`src/rtl/mod12_count_tracker.sv`:
```
// Tracker for a mod-12 up/down counter: checks every sampled transition against
// the controls registered one cycle earlier, counts wraps, and queues events.
module mod12_count_tracker #(
   parameter int EPOCH_W = 8,
   parameter int DEPTH   = 4
) (
   input  logic               clk,
   input  logic               rst,
   input  logic [3:0]         count_in,
   input  logic [3:0]         datain_in,
   input  logic               load_in,
   input  logic               mode_in,
   output logic               ev_valid,
   input  logic               ev_ready,
   output logic [2:0]         ev_code,
   output logic [3:0]         ev_value,
   output logic [EPOCH_W-1:0] ev_epoch,
   output logic [EPOCH_W-1:0] epoch,
   output logic               err,
   output logic               ovf
);

   localparam int PTR_W = (DEPTH > 1) ? $clog2(DEPTH) : 1;
   localparam logic [PTR_W:0] DEPTH_U = (PTR_W + 1)'(DEPTH);

   localparam logic [2:0] EV_WRAP_UP   = 3'd3;
   localparam logic [2:0] EV_WRAP_DOWN = 3'd4;
   localparam logic [2:0] EV_LOAD      = 3'd5;
   localparam logic [2:0] EV_ILLEGAL   = 3'd7;

   typedef enum logic {S_INIT, S_TRACK} state_t;

   typedef struct packed {
      logic [2:0]         code;
      logic [3:0]         value;
      logic [EPOCH_W-1:0] epoch;
   } event_t;

   state_t             state_q, state_d;
   logic [3:0]         prev_count_q, prev_datain_q;
   logic               prev_load_q, prev_mode_q;
   logic [EPOCH_W-1:0] epoch_q, epoch_d;
   logic               err_q, err_d;
   logic               ovf_q, ovf_d;

   event_t             mem_q [DEPTH];
   logic [PTR_W-1:0]   wr_ptr_q, rd_ptr_q;
   logic [PTR_W:0]     used_q, used_d;

   logic               push, pop, full, empty, do_push;
   logic [2:0]         code;
   event_t             head;

   // Classification: an event is assumed ILLEGAL until one of the legal
   // patterns matches; plain steps clear push.
   always_comb begin
      // NOTE: every signal gets a default first so no path leaves it unassigned (no latches).
      state_d = state_q;
      push    = 1'b0;
      code    = EV_ILLEGAL;
      epoch_d = epoch_q;
      err_d   = err_q;

      if (state_q == S_INIT) begin
         state_d = S_TRACK;
      end else begin
         push = 1'b1;
         if (count_in <= 4'd11) begin
            if (prev_load_q) begin
               if (count_in == prev_datain_q) code = EV_LOAD;
            end else if (prev_count_q <= 4'd11) begin
               if (prev_mode_q) begin
                  if (prev_count_q == 4'd11 && count_in == 4'd0)
                     code = EV_WRAP_UP;
                  else if (count_in == prev_count_q + 4'd1)
                     push = 1'b0;
               end else begin
                  if (prev_count_q == 4'd0 && count_in == 4'd11)
                     code = EV_WRAP_DOWN;
                  else if (count_in == prev_count_q - 4'd1)
                     push = 1'b0;
               end
            end
         end

         if (push && code == EV_WRAP_UP)   epoch_d = epoch_q + EPOCH_W'(1);
         if (push && code == EV_WRAP_DOWN) epoch_d = epoch_q - EPOCH_W'(1);
         if (push && code == EV_ILLEGAL)   err_d   = 1'b1;
      end
   end

   // A pop on a full FIFO frees the slot the same-cycle push needs.
   always_comb begin
      empty   = (used_q == '0);
      full    = (used_q == DEPTH_U);
      pop     = ev_ready && !empty;
      do_push = push && (!full || pop);
      ovf_d   = ovf_q | (push && full && !pop);
      used_d  = used_q + (PTR_W + 1)'(do_push) - (PTR_W + 1)'(pop);
   end

   always_ff @(posedge clk) begin
      if (!rst) begin
         state_q       <= S_INIT;
         prev_count_q  <= '0;
         prev_datain_q <= '0;
         prev_load_q   <= 1'b0;
         prev_mode_q   <= 1'b0;
         epoch_q       <= '0;
         err_q         <= 1'b0;
         ovf_q         <= 1'b0;
         wr_ptr_q      <= '0;
         rd_ptr_q      <= '0;
         used_q        <= '0;
         // NOTE: storage is cleared on reset because the head fields must read 0 after reset.
         for (int i = 0; i < DEPTH; i++) mem_q[i] <= '0;
      end else begin
         state_q       <= state_d;
         prev_count_q  <= count_in;
         prev_datain_q <= datain_in;
         prev_load_q   <= load_in;
         prev_mode_q   <= mode_in;
         epoch_q       <= epoch_d;
         err_q         <= err_d;
         ovf_q         <= ovf_d;
         used_q        <= used_d;
         if (do_push) begin
            mem_q[wr_ptr_q] <= event_t'{code: code, value: count_in, epoch: epoch_d};
            wr_ptr_q        <= wr_ptr_q + PTR_W'(1);
         end
         if (pop) rd_ptr_q <= rd_ptr_q + PTR_W'(1);
      end
   end

   assign head     = mem_q[rd_ptr_q];
   assign ev_valid = !empty;
   assign ev_code  = head.code;
   assign ev_value = head.value;
   assign ev_epoch = head.epoch;
   assign epoch    = epoch_q;
   assign err      = err_q;
   assign ovf      = ovf_q;

endmodule

```
`config.mk`:
```
export PLATFORM = sky130hd
export DESIGN_NAME = mod12_count_tracker
export DESIGN_NICKNAME = d
export VERILOG_FILES = /design/src/rtl/mod12_count_tracker.sv
export SDC_FILE = /design/constraint.sdc
export NUM_CORES = 1
export LEC_CHECK = 0
export ABC_CLOCK_PERIOD_IN_PS = 6600
export BUFFER_PORTS_ARGS = -buffer_cell sky130_fd_sc_hd__clkbuf_2
export CAP_MARGIN = 30
export CORE_ASPECT_RATIO = 0.9
export CORE_MARGIN = 2
export CORE_UTILIZATION = 30
export DETAILED_ROUTE_END_ITERATION = 16
export SKIP_CTS_REPAIR_TIMING = 1
export SLEW_MARGIN = 10
export SYNTH_ARGS = -nofsm -noshare
export SYNTH_HDL_FRONTEND = slang
export SYNTH_SLANG_ARGS = --single-unit
```
`constraint.sdc`:
```
create_clock -name clk -period 6.6 [get_ports clk]
set_input_delay 0.66 -clock clk [delete_from_list [all_inputs] [get_ports clk]]
set_output_delay 0.66 -clock clk [all_outputs]
set_load 0.1 [all_outputs]
```
==> metrics.txt <==
outcome complete, no violations; skew final 0.00898 ns; Setup Crit Path Kind flip-flop to flip-flop; fin crit period 3.87 ns; post-synthesis sequential area ratio 59.1%; pwr/cell area 376 nW/um^2; Max FO, Critical Path 17; dpl cell area 4400 sq um; clk sinks 90; worst path required time 6.57 ns; Slew @ Worst Pin 0.911 ns; R2R cell count 8; core area 13,300 sq um; ANT cells 0; top post-synthesis cells by area edfxtp_1, dfxtp_1, mux4_2; Via Count 2,607; slowest cell delay on critical path 0.79 ns; cts bufs inserted 9; final number of max-transition violations 0; first-pass GRT wire length 14,100 um; drt pass-1 iters 4; Worst Hold Class flip-flop to flip-flop; CP Data Arrival Time 3.84 ns; Hold Path Cell Cnt 2; pin count of the biggest net entering global routing 21; slowest library cell on the worst path or3b_1; post-layout util 35.5%; die width 127 um; leakage 1.79 nW; Worst-path clk slew 0.06 ns; Initial DRC Count 231; worst vdd ir 0.254 mV; final hold violations 0; Mean Syn Cell Area 12.1 sq um; placed cell count 524; RSZ-0062 raised after global routing no; critical path cell sequence inv_1, ha_1, xnor2_1, and2_1, a41o_1, a2111o_1, or3b_1, nand2_1; DP Wirelength 6220 um; Buffers on Ports 38; Fin Setup TNS 0 ns; Antenna Violating Nets Remaining 0; design area 4720 sq um; routed length per placed instance 16.0 um; Synth cell types 44; Cell Rows 40; Longest Clk Path Bufs 2; final WL 8610 um; Fill cells 1,319; post-route insts no fill 540; initial antenna violation count 0; max_slew headroom 38.9%; Cells after Synth 335; Yosys top cell area share 44.3%; final cycle utilization of the critical path 58.6%; Synth area leader edfxtp_1; CP Capture Type flip-flop; total track usage 12.8%; DR vias/cell 4.83; max-cap violation count 0; synth warn 0; Seq cells post-synth 90; IO Pins 39; area grow syn2layout 16.1%; final setup fails 0; GR Overflow Total 0; root buf cell clkbuf_16; cell area after synthesis 4070 sq um; Die Y-Extent 114 um; Final Power 1.78 mW; fmax 259 MHz; CTS tree yes; crit path launch prev_count_q[0]$_SDFF_PN0_; RR Startpoint prev_count_q[0]$_SDFF_PN0_; DIE AREA 14,500 sq um; NumNets Final 388; vias in the first global route 2,715; syn_nets 356; Critical Path Source Type flip-flop; residual DRC count 0; clk_lat worst skew 0.34 ns; initial core utilization 30.5%; H-tree depth 3; min-delay src ovf$_SDFF_PN0_; gp weighted congestion 0.866; share of layout cells above drive strength 1 21.5%
through the flow:
| stage | setup WS [ns] | hold WS, ns |
|---|---|---|
| floorplan | 3.38 | 0.462 |
| global placement | 2.59 | 0.451 |
| detailed placement | 2.45 | 0.454 |
| CTS | 2.70 | 0.474 |
| global route | 2.56 | 0.524 |
| finish | 2.73 | 0.477 |
critical path: cells and delay by family, from the launching register on:
family                   cells  cell delay [ns]
AO/OA/AOI/OAI                2             0.89
XOR/XNOR                     1             0.15
adder cells (fa/ha/maj)      1             0.31
buffers and inverters        1             0.09
flip-flops                   1             0.41
AND/OR/NAND/NOR              3             1.64
cells by family after synthesis:
family	count (synthesis)	synth area share, %
and+or+nand+nor	138	16.3
DFF	90	59.1
buffers and inverters	33	3.79
AOI/OAI and AO/OA	28	4.68
xor gates and xnor gates	21	4.71
muxes	17	8.80
adders and majority gates	8	2.65
final cells by class:
cell class              instances  area [sq um]  area share (%)
clock buffers                  10           229            4.85
clock inverters                 6          96.3            2.04
inverters                      15          56.3            1.19
multi-input cells             212          1510            32.0
flip-flops and latches         90          2400            50.9
well taps                     168           210            4.45
repair buffers                 39           218            4.61
power breakdown:
part / internal, mW / total (mW) / switching, mW
sequential: 0.651 / 0.687 / 0.0358
combinational: 0.138 / 0.528 / 0.390
clock: 0.337 / 0.560 / 0.223
total: 1.13 / 1.78 / 0.649
final timing paths:
kind / end / slack (ns)
max: mem_q[2][14]$_SDFFCE_PN0P_ / 2.73
min reg2reg: ovf$_SDFF_PN0_ / 0.48
min: ovf$_SDFF_PN0_ / 0.48
max reg2reg: mem_q[2][14]$_SDFFCE_PN0P_ / 2.73
metal layers:
layer	up-vias	track usage, %	routed length [um]
li1	1255	-	-
met2	82	20.0	3940
met1	1260	17.7	4010
met5	-	0	0
met4	0	3.81	94
met3	10	3.27	572
layout by cell type, fill, tap and decap left out, types with 7 or more instances in the layout:
master	synthesis	final
nor2_1	68	68
nand2_1	17	17
nor2_2	9	9
clkbuf_2	0	38
edfxtp_1	60	60
and2_1	12	12
mux4_2	15	15
clkbuf_16	0	9
dfxtp_1	30	30
o21ai_0	7	7
ha_1	7	7
xor2_1	7	7
inv_1	14	14
xnor2_1	13	13
state kept, by name, summed over array words and instances (netlist names), named ones only:
register and flops:
ovf 1, prev_load_q 1, epoch 8, used_q 3, state_q 1, rd_ptr_q 2, err 1, prev_datain_q 4
wr_ptr_q 2, prev_count_q 4, mem_q 60, prev_mode_q 1
cells in the mapped netlist, drive strengths merged:
library cell,number
a2111o,1
a211oi,2
a21o,2
a21oi,5
a221o,1
a22oi,2
a31oi,1
a41o,1
and2,12
and3,5
and4b,1
buf,10
clkbuf,8
clkinv,1
dfxtp,30
edfxtp,60
fa,1
ha,7
inv,14
mux2i,2
mux4,15
nand2,17
nand2b,2
nand3,6
nand4b,1
nor2,77
nor3,3
nor3b,3
nor4,3
nor4b,3
o2111ai,1
o211ai,3
o21ai,7
o31ai,1
o41ai,1
or2,1
or3,2
or3b,2
xnor2,14
xor2,7
No activity file was read; power rests on OpenSTA's default activity.
